### config.mk
export PLATFORM = sky130hd
export DESIGN_NAME = mem_access_initiator
export DESIGN_NICKNAME = d
export VERILOG_FILES = /design/src/rtl/mem_access_initiator.sv
export SDC_FILE = /design/constraint.sdc
export NUM_CORES = 1
export LEC_CHECK = 0
export CORE_AREA = 2 2 157 159
export DETAILED_ROUTE_END_ITERATION = 16
export DIE_AREA = 0 0 159 161
export PLACE_DENSITY = 0.91
export SETUP_SLACK_MARGIN = 0.1
export SYNTH_ARGS = -nofsm -noshare
export SYNTH_HDL_FRONTEND = slang
export SYNTH_SLANG_ARGS = --single-unit
### constraint.sdc
create_clock -name clock -period 3.02 [get_ports clock]
set_clock_uncertainty 0.15 [all_clocks]
set_input_delay 0.755 -clock clock [delete_from_list [all_inputs] [get_ports clock]]
set_output_delay 0.755 -clock clock [all_outputs]
set_load 0.01 [all_outputs]
### src/rtl/mem_access_initiator.sv
// Data-memory request initiator: arbitrates fetch/load/store clients onto edge-triggered
// memory request lines and returns captured (and extended) read results.
module mem_access_initiator #(
  parameter int unsigned PULSE_W      = 2,
  parameter int unsigned RD_LAT       = 1,
  parameter int unsigned STARVE_LIMIT = 4
) (
  input  logic        clock,
  input  logic        reset_n,
  input  logic        fetch_valid,
  input  logic [31:0] fetch_addr,
  output logic        fetch_ready,
  output logic        fetch_done,
  output logic [31:0] fetch_instr,
  input  logic        ld_valid,
  input  logic [31:0] ld_addr,
  input  logic [2:0]  ld_type,
  output logic        ld_ready,
  output logic        ld_done,
  output logic [31:0] ld_data,
  input  logic        st_valid,
  input  logic [31:0] st_addr,
  input  logic [31:0] st_data,
  input  logic [2:0]  st_type,
  output logic        st_ready,
  output logic        st_done,
  output logic        mem_inst_req,
  output logic [31:0] mem_inst_addr,
  input  logic [31:0] mem_instr,
  output logic        mem_load_req,
  output logic [31:0] mem_load_addr,
  input  logic [31:0] mem_load_data,
  output logic        mem_write_req,
  output logic [31:0] mem_write_addr,
  output logic [31:0] mem_write_data,
  output logic [2:0]  mem_write_type
);

  typedef enum logic [2:0] {StIdle, StSetup, StPulse, StWait, StDone} state_e;

  localparam logic [1:0] SelNone  = 2'd0;
  localparam logic [1:0] SelFetch = 2'd1;
  localparam logic [1:0] SelLoad  = 2'd2;
  localparam logic [1:0] SelStore = 2'd3;

  localparam logic [7:0] PulseLast = 8'(PULSE_W - 1);
  localparam logic [7:0] RdLast    = 8'(RD_LAT - 1);
  localparam logic [7:0] StarveMax = 8'(STARVE_LIMIT);

  state_e      state_q, state_d;
  logic [1:0]  sel_q, grant;
  logic [7:0]  cnt_q, starve_q;
  logic [2:0]  ld_type_q;
  logic [31:0] word_q, ld_ext;

  // A starved fetch overrides the normal store > load > fetch order.
  always_comb begin
    grant = SelNone;
    if (fetch_valid && starve_q == StarveMax) grant = SelFetch;
    else if (st_valid)                        grant = SelStore;
    else if (ld_valid)                        grant = SelLoad;
    else if (fetch_valid)                     grant = SelFetch;
  end

  always_ff @(posedge clock or negedge reset_n) begin
    if (!reset_n) state_q <= StIdle;
    else          state_q <= state_d;
  end

  always_comb begin
    state_d = state_q;
    unique case (state_q)
      StIdle:  if (grant != SelNone) state_d = StSetup;
      StSetup: state_d = StPulse;
      StPulse: if (cnt_q == PulseLast) state_d = StWait;
      StWait:  if (sel_q == SelStore || cnt_q == RdLast) state_d = StDone;
      StDone:  state_d = StIdle;
      default: state_d = StIdle;
    endcase
  end

  // Request lines decode straight from state so an async reset drops them at once.
  always_comb begin
    fetch_ready   = 1'b0;
    ld_ready      = 1'b0;
    st_ready      = 1'b0;
    mem_inst_req  = 1'b0;
    mem_load_req  = 1'b0;
    mem_write_req = 1'b0;
    if (reset_n && state_q == StIdle) begin
      fetch_ready = (grant == SelFetch);
      ld_ready    = (grant == SelLoad);
      st_ready    = (grant == SelStore);
    end
    if (state_q == StPulse) begin
      mem_inst_req  = (sel_q == SelFetch);
      mem_load_req  = (sel_q == SelLoad);
      mem_write_req = (sel_q == SelStore);
    end
  end

  always_comb begin
    case (ld_type_q)
      3'b000:  ld_ext = {{24{word_q[7]}}, word_q[7:0]};
      3'b001:  ld_ext = {{16{word_q[15]}}, word_q[15:0]};
      3'b100:  ld_ext = {24'd0, word_q[7:0]};
      3'b101:  ld_ext = {16'd0, word_q[15:0]};
      default: ld_ext = word_q;
    endcase
  end

  always_ff @(posedge clock or negedge reset_n) begin
    if (!reset_n) begin
      sel_q          <= SelNone;
      cnt_q          <= '0;
      starve_q       <= '0;
      ld_type_q      <= '0;
      word_q         <= '0;
      fetch_done     <= 1'b0;
      ld_done        <= 1'b0;
      st_done        <= 1'b0;
      fetch_instr    <= '0;
      ld_data        <= '0;
      mem_inst_addr  <= '0;
      mem_load_addr  <= '0;
      mem_write_addr <= '0;
      mem_write_data <= '0;
      mem_write_type <= '0;
    end else begin
      cnt_q      <= (state_d != state_q) ? 8'd0 : cnt_q + 8'd1;
      fetch_done <= (state_q == StDone) && (sel_q == SelFetch);
      ld_done    <= (state_q == StDone) && (sel_q == SelLoad);
      st_done    <= (state_q == StDone) && (sel_q == SelStore);
      if (state_q == StIdle && grant != SelNone) begin
        sel_q <= grant;
        case (grant)
          SelFetch: mem_inst_addr <= fetch_addr;
          SelLoad: begin
            mem_load_addr <= ld_addr;
            ld_type_q     <= ld_type;
          end
          SelStore: begin
            mem_write_addr <= st_addr;
            mem_write_data <= st_data;
            mem_write_type <= st_type;
          end
          default: ;
        endcase
        if (grant == SelFetch || !fetch_valid) starve_q <= 8'd0;
        else if (starve_q < StarveMax)         starve_q <= starve_q + 8'd1;
      end
      if (state_q == StWait && state_d == StDone && sel_q != SelStore) begin
        word_q <= (sel_q == SelFetch) ? mem_instr : mem_load_data;
      end
      if (state_q == StDone) begin
        if (sel_q == SelFetch) fetch_instr <= word_q;
        if (sel_q == SelLoad)  ld_data     <= ld_ext;
      end
    end
  end

endmodule

; ---- Yosys cells after proc, flatten, opt, wreduce, memory -nomap -nowiden
; Index checks and enable logic that the tools add are counted.
[word_totals]
rom_bits = 0
ramBits = 0
regBits = 254
mem_count = 0
wordCells = 78
latch_bits = 0
[op_classes]
n_lt_le_gt_ge = 1
n_reduce_logical = 22
add_sub_neg = 2
eq_ne = 18
muxes = 19
n_mul = 0
div = 0
n_shift = 0
n_bitwise = 0
[op_table]
columns = cell, n
row1 = one-hot mux 32 bit (4 select lines), 1
row2 = two-way mux 32 bit, 1
row3 = two-way mux 8 bit, 3
row4 = "adder 8 x 1 -> 8 bit, second input constant", 2
row5 = "equality test 3 bit, second input constant", 4
row6 = one-hot mux 3 bit (4 select lines), 1
row7 = AND reduction 2 bit, 6
row8 = two-way mux 3 bit, 3
row9 = "equality test 2 bit, second input constant", 4
row10 = "equality test 8 x 1 -> 1 bit, second input constant", 1
row11 = "equality test 8 x 3 -> 1 bit, second input constant", 1
row12 = logical AND 1 bit, 8
row13 = logical NOT 8 bit, 1
row14 = "less-than comparator 8 x 3 -> 1 bit, second input constant", 1
row15 = two-way mux 1 bit, 7
row16 = "equality test 3 x 1 -> 1 bit, second input constant", 2
row17 = "equality test 3 x 2 -> 1 bit, second input constant", 2
row18 = logical NOT 3 bit, 2
row19 = two-way mux 2 bit, 3
row20 = "equality test 2 x 1 -> 1 bit, second input constant", 2
row21 = nonzero test 2 bit, 2
row22 = != test 3 bit, 1
row23 = logical OR 1 bit, 2
row24 = "!= test 2 bit, second input constant", 1
row25 = logical NOT 1 bit, 1

; ---- Logic depth before layout (Yosys ltp)
[depth]
word_depth = 10
mapped_depth = 8
depth_no_buf = 6

; ---- Worst setup path after synthesis
; OpenSTA, ideal clock, no wires.
[synth_path]
path_kind = input port to output port
startpoint = input fetch_valid
endpoint = output fetch_ready
cell_stages = 6
n_path_buf = 2
required_time_ps = 2115
arrival_ps = 1986
slack_ps = 129
cell_sequence = nand3_1 or4b_4 a21o_1 buf_6 buf_6 nor2_1
[synth_via]
elab_chain_len = 6
[synth_lines]
columns = item, line
row1 = start: declaration, 10  ; input logic fetch_valid,
row2 = two-way mux 1 bit, 62  ; else if (fetch_valid) grant = SelFetch;
row3 = two-way mux 2 bit, 61  ; else if (ld_valid) grant = SelLoad;
row4 = two-way mux 2 bit, 60  ; else if (st_valid) grant = SelStore;
row5 = two-way mux 2 bit *, 59  ; if (fetch_valid && starve_q == StarveMax) grant = SelFetch;
row6 = equality test 2 x 1 -> 1 bit *, 91  ; fetch_ready = (grant == SelFetch);
row7 = two-way mux 1 bit *, 90  ; if (reset_n && state_q == StIdle) begin
row8 = end: declaration, 12  ; output logic fetch_ready,
; Mark *: on every way between the ends. The rest lies on a longest branch, timed or not.

; ---- Final worst setup path
[layout_path]
startpoint = register starve_q[1]
endpoint = output fetch_ready
[layout_via]
elab_chain_len = 5
[layout_lines]
columns = item, line
row1 = start: declaration, 52  ; logic [7:0] cnt_q, starve_q;
row2 = start signal: assignment, 150  ; else if (starve_q < StarveMax) starve_q <= starve_q + 8'd1;
row3 = equality test 8 x 3 -> 1 bit, 59
row4 = logical AND 1 bit, 59
row5 = two-way mux 2 bit, 59
row6 = equality test 2 x 1 -> 1 bit, 91
row7 = two-way mux 1 bit, 90
; Every way passes these cells.

==> qor.yml <==
logic_synthesis:
  synthFlopType: "dfrtp_1"
  ys_types: 47
  synth_nets: 923
  async_flop_share_pct: 100
  syn_inst: 715
  ys_warn_count: 0
  synth-edff-count: 0
  ys_seq_elements: 254
  ys_seq_area_share_pct: 61.1
  syn_avg_cell_area_um2: 14.5
  syn_area_um2: 10400
global_routing:
  grt_pass1_vias: 7968
  grt_max_degree: 174
  grt_first_pass_wirelength_um: 44900
  overflow: 0
  antenna_found_initial: 0
  grt_usage_pct: 21.9
clocking:
  cts_hold_buf: 0
  cts_root_buf: "clkbuf_16"
  cts_buffers: 27
  worstSkewPairLatency_ns: 0.52
  numClockSinks: 254
  clk_pin_slew_worst_paths_ns: 0.06
  clk_path_buf_depth: 3
  htree_levels: 1
  cts_tree: "built"
place:
  gp_congestion: 0.782
  io_buffers: 406
  placed_area_um2: 14900
  dp_hpwl_um: 20300
  place_worst_setup_slack_ns: -0.693
  dp.cells: 1432
run_status:
  status: "complete, but fails checks"
  violations: "negative setup slack"
sta:
  setup_viol: 3
  max_freq_ghz: 0.325
  min_period_ns: 3.07
  min_period_over_period_pct: 102
  report.final.hold_viol_count: 0
  slew_viol_final: 0
  slew_headroom_pct: 30.6
  fin_ws_ns: -0.0539
  rsz0062_at_grt: "true"
  worstMarginPinSlew_ns: 1.04
route:
  detail-route-antenna-nets: 0
  detail_route.wl_per_cell_um: 19.0
  first_iter_violations: 294
  vias: 7354
  vias_per_cell: 4.97
  drt_pass1_iterations: 4
  drc_errors: 0
  finalWirelength_um: 28200
worst_setup_path:
  startpoint: "starve_q[1]"
  r2r_end: "mem_write_addr[18]"
  crit_chain: "inv_1, ha_2, nand3_2, or4b_4, a21o_4, nor2_4, buf_6"
  r2r_slack_ns: 0.37
  worstSetupEndpointType: "output port"
  r2r_cells: 8
  cp.arrival_ns: 2.17
  r2r-start: "starve_q[1]"
  crit_end: "fetch_ready"
  crit_buf_inv: 2
  path_max_fanout: 2
  path_depth: 7
  crit_type: "reg2out"
  path_delay_family: "simple AND/OR/NAND/NOR gates"
  max_stage_delay_ns: 0.50
  critPathRequiredTime_ns: 2.11
  cp-start-kind: "register"
  cp_slowest_cell: "or4b_4"
finish:
  fillers: 1727
  post-route-cell-area_um2: 15800
  final_cells: 1480
  diodes: 0
  drive_above_1_share_pct: 28.2
  nets: 1346
  area.sequential_um2: 6360
  multi_input_area_um2: 3870
  area_delta_synth_final_pct: 51.9
pwr:
  power_density_nw_per_um2: 1020
  peakVddDrop_mv: 0.566
  leakage_nw: 6.88
floorplan:
  die_y_um: 161
  chipWidth_um: 159
  design.core.area_um2: 24000
  pin_count: 407
  floorplan.initialDensity_pct: 43.4
  rows: 57
  dieArea_um2: 25600
hold_path:
  hp-class: "in2async"
run:
  maxCapViolations: 0
## per-stage QoR
| stage | utilization, % | hold slack (ns) | power [mW] | TNS [ns] |
|---|---|---|---|---|
| 5_1_grt | 65.9 | 0.331 | 17.0 | -0.363 |
| 4_1_cts | 65.8 | 0.285 | 16.2 | -0.210 |
| 3_3_place_gp | 62.2 | 0.322 | 12.7 | -38.75 |
| 2_1_floorplan | - | 0.309 | 9.14 | 0 |
| 3_5_place_dp | 62.2 | 0.335 | 13.0 | -41.02 |
| 6_report | 65.9 | 0.148 | 16.1 | -0.124 |
## kinds of logic (layout without fill, tap and decap cells)
kind of cell	count (synthesis)	in the layout	share of synthesized area, %
xor gates and xnor gates	6	6	0.505
buffers and inverters	46	487	2.31
DFF	254	254	61.1
and+or+nand+nor	111	111	5.40
adders and majority gates	5	5	0.602
AOI/OAI and AO/OA	53	53	3.03
muxes	240	240	27.0
## report_power, final
| group | switching (mW) | internal [mW] |
|---|---|---|
| combinational | 2.72 | 4.28 |
| sequential | 0.978 | 4.99 |
| clock | 1.31 | 1.78 |
| total | 5.01 | 11.1 |
## routing by layer
layer  global-route usage (%)  part of all wire [%]  vias to the layer above
met2                     39.6                    53                      288
li1                         -                     -                     3352
met5                        0                     0                        -
met4                     5.74                   2.1                        0
met3                     5.06                   6.7                       45
met1                     26.3                    39                     3669
## synth_stat cells, types with 2 or more instances
master / instances / area share [%]
nor3b_1: 2 / 0.14
inv_1: 8 / 0.29
nor3_2: 2 / 0.19
or3_1: 3 / 0.18
nand3_1: 7 / 0.34
nand3b_1: 3 / 0.22
nand2b_1: 3 / 0.18
nand2_1: 26 / 0.94
nand4_1: 2 / 0.12
dfrtp_1: 254 / 61
a31oi_1: 8 / 0.48
buf_2: 12 / 0.58
clkbuf_1: 16 / 0.58
o21ai_0: 9 / 0.43
xnor2_1: 2 / 0.17
nor2_1: 44 / 1.6
mux2_4: 29 / 4.2
a21oi_1: 24 / 1.2
buf_6: 4 / 0.43
nor2b_1: 6 / 0.36
buf_4: 6 / 0.43
and2_1: 2 / 0.12
xor2_1: 4 / 0.34
mux2_1: 4 / 0.43
mux2_2: 206 / 22
and3_1: 2 / 0.12
ha_1: 5 / 0.60
a21o_1: 3 / 0.22
## cells in the final DEF (no fill, tap or decap), drive strengths merged, types with 4 or more instances in the layout
master         count
dfrtp            254
a31oi              8
a21oi             24
clkinv             6
nand2             26
buf               30
nor2b              6
nand3              8
ha                 5
o21ai              9
nor2              44
mux2             239
xor2               4
clkbuf            39
clkdlybuf4s50    398
inv                8
## state kept, by name (all words and copies together), names as in the netlist, 2 cells and up
signal / cells
mem_inst_addr: 32
word_q: 32
sel_q: 2
mem_write_data: 32
starve_q: 8
mem_load_addr: 32
mem_write_type: 3
ld_type_q: 3
cnt_q: 8
state_q: 3
fetch_instr: 32
mem_write_addr: 32
ld_data: 32
## worst min path at each step
stage | start | end | slack [ns] | depth (start not counted)
4_1_cts | reset_n | ld_data[31] | 0.28 | 2
6_report | reset_n | ld_data[31] | 0.15 | 2
2_1_floorplan | reset_n | cnt_q[0] | 0.31 | 0
3_5_place_dp | mem_write_addr[28] | mem_write_addr[28] | 0.33 | 1
3_3_place_gp | mem_write_addr[29] | mem_write_addr[29] | 0.32 | 1
5_1_grt | reset_n | ld_data[31] | 0.33 | 2
## area by class of cell
| type | instances | share of cell area (%) |
|---|---|---|
| clock buffer | 39 | 4.94 |
| clock inverter | 8 | 0.285 |
| inverter | 8 | 0.190 |
| multi-input combinational | 415 | 24.5 |
| sequential | 254 | 40.3 |
| tap | 324 | 2.57 |
| timing repair buffer | 432 | 27.2 |
## repair_timing
item                                    4_1_cts  5_1_grt
resized for setup                            26        6
endpoints found under the setup margin       12       52
gates cloned                                  0        0
pin swaps                                     2        2
buffers inserted                              1        0
hold endpoints to repair                      0        0
(Power assumes the default switching activity.)
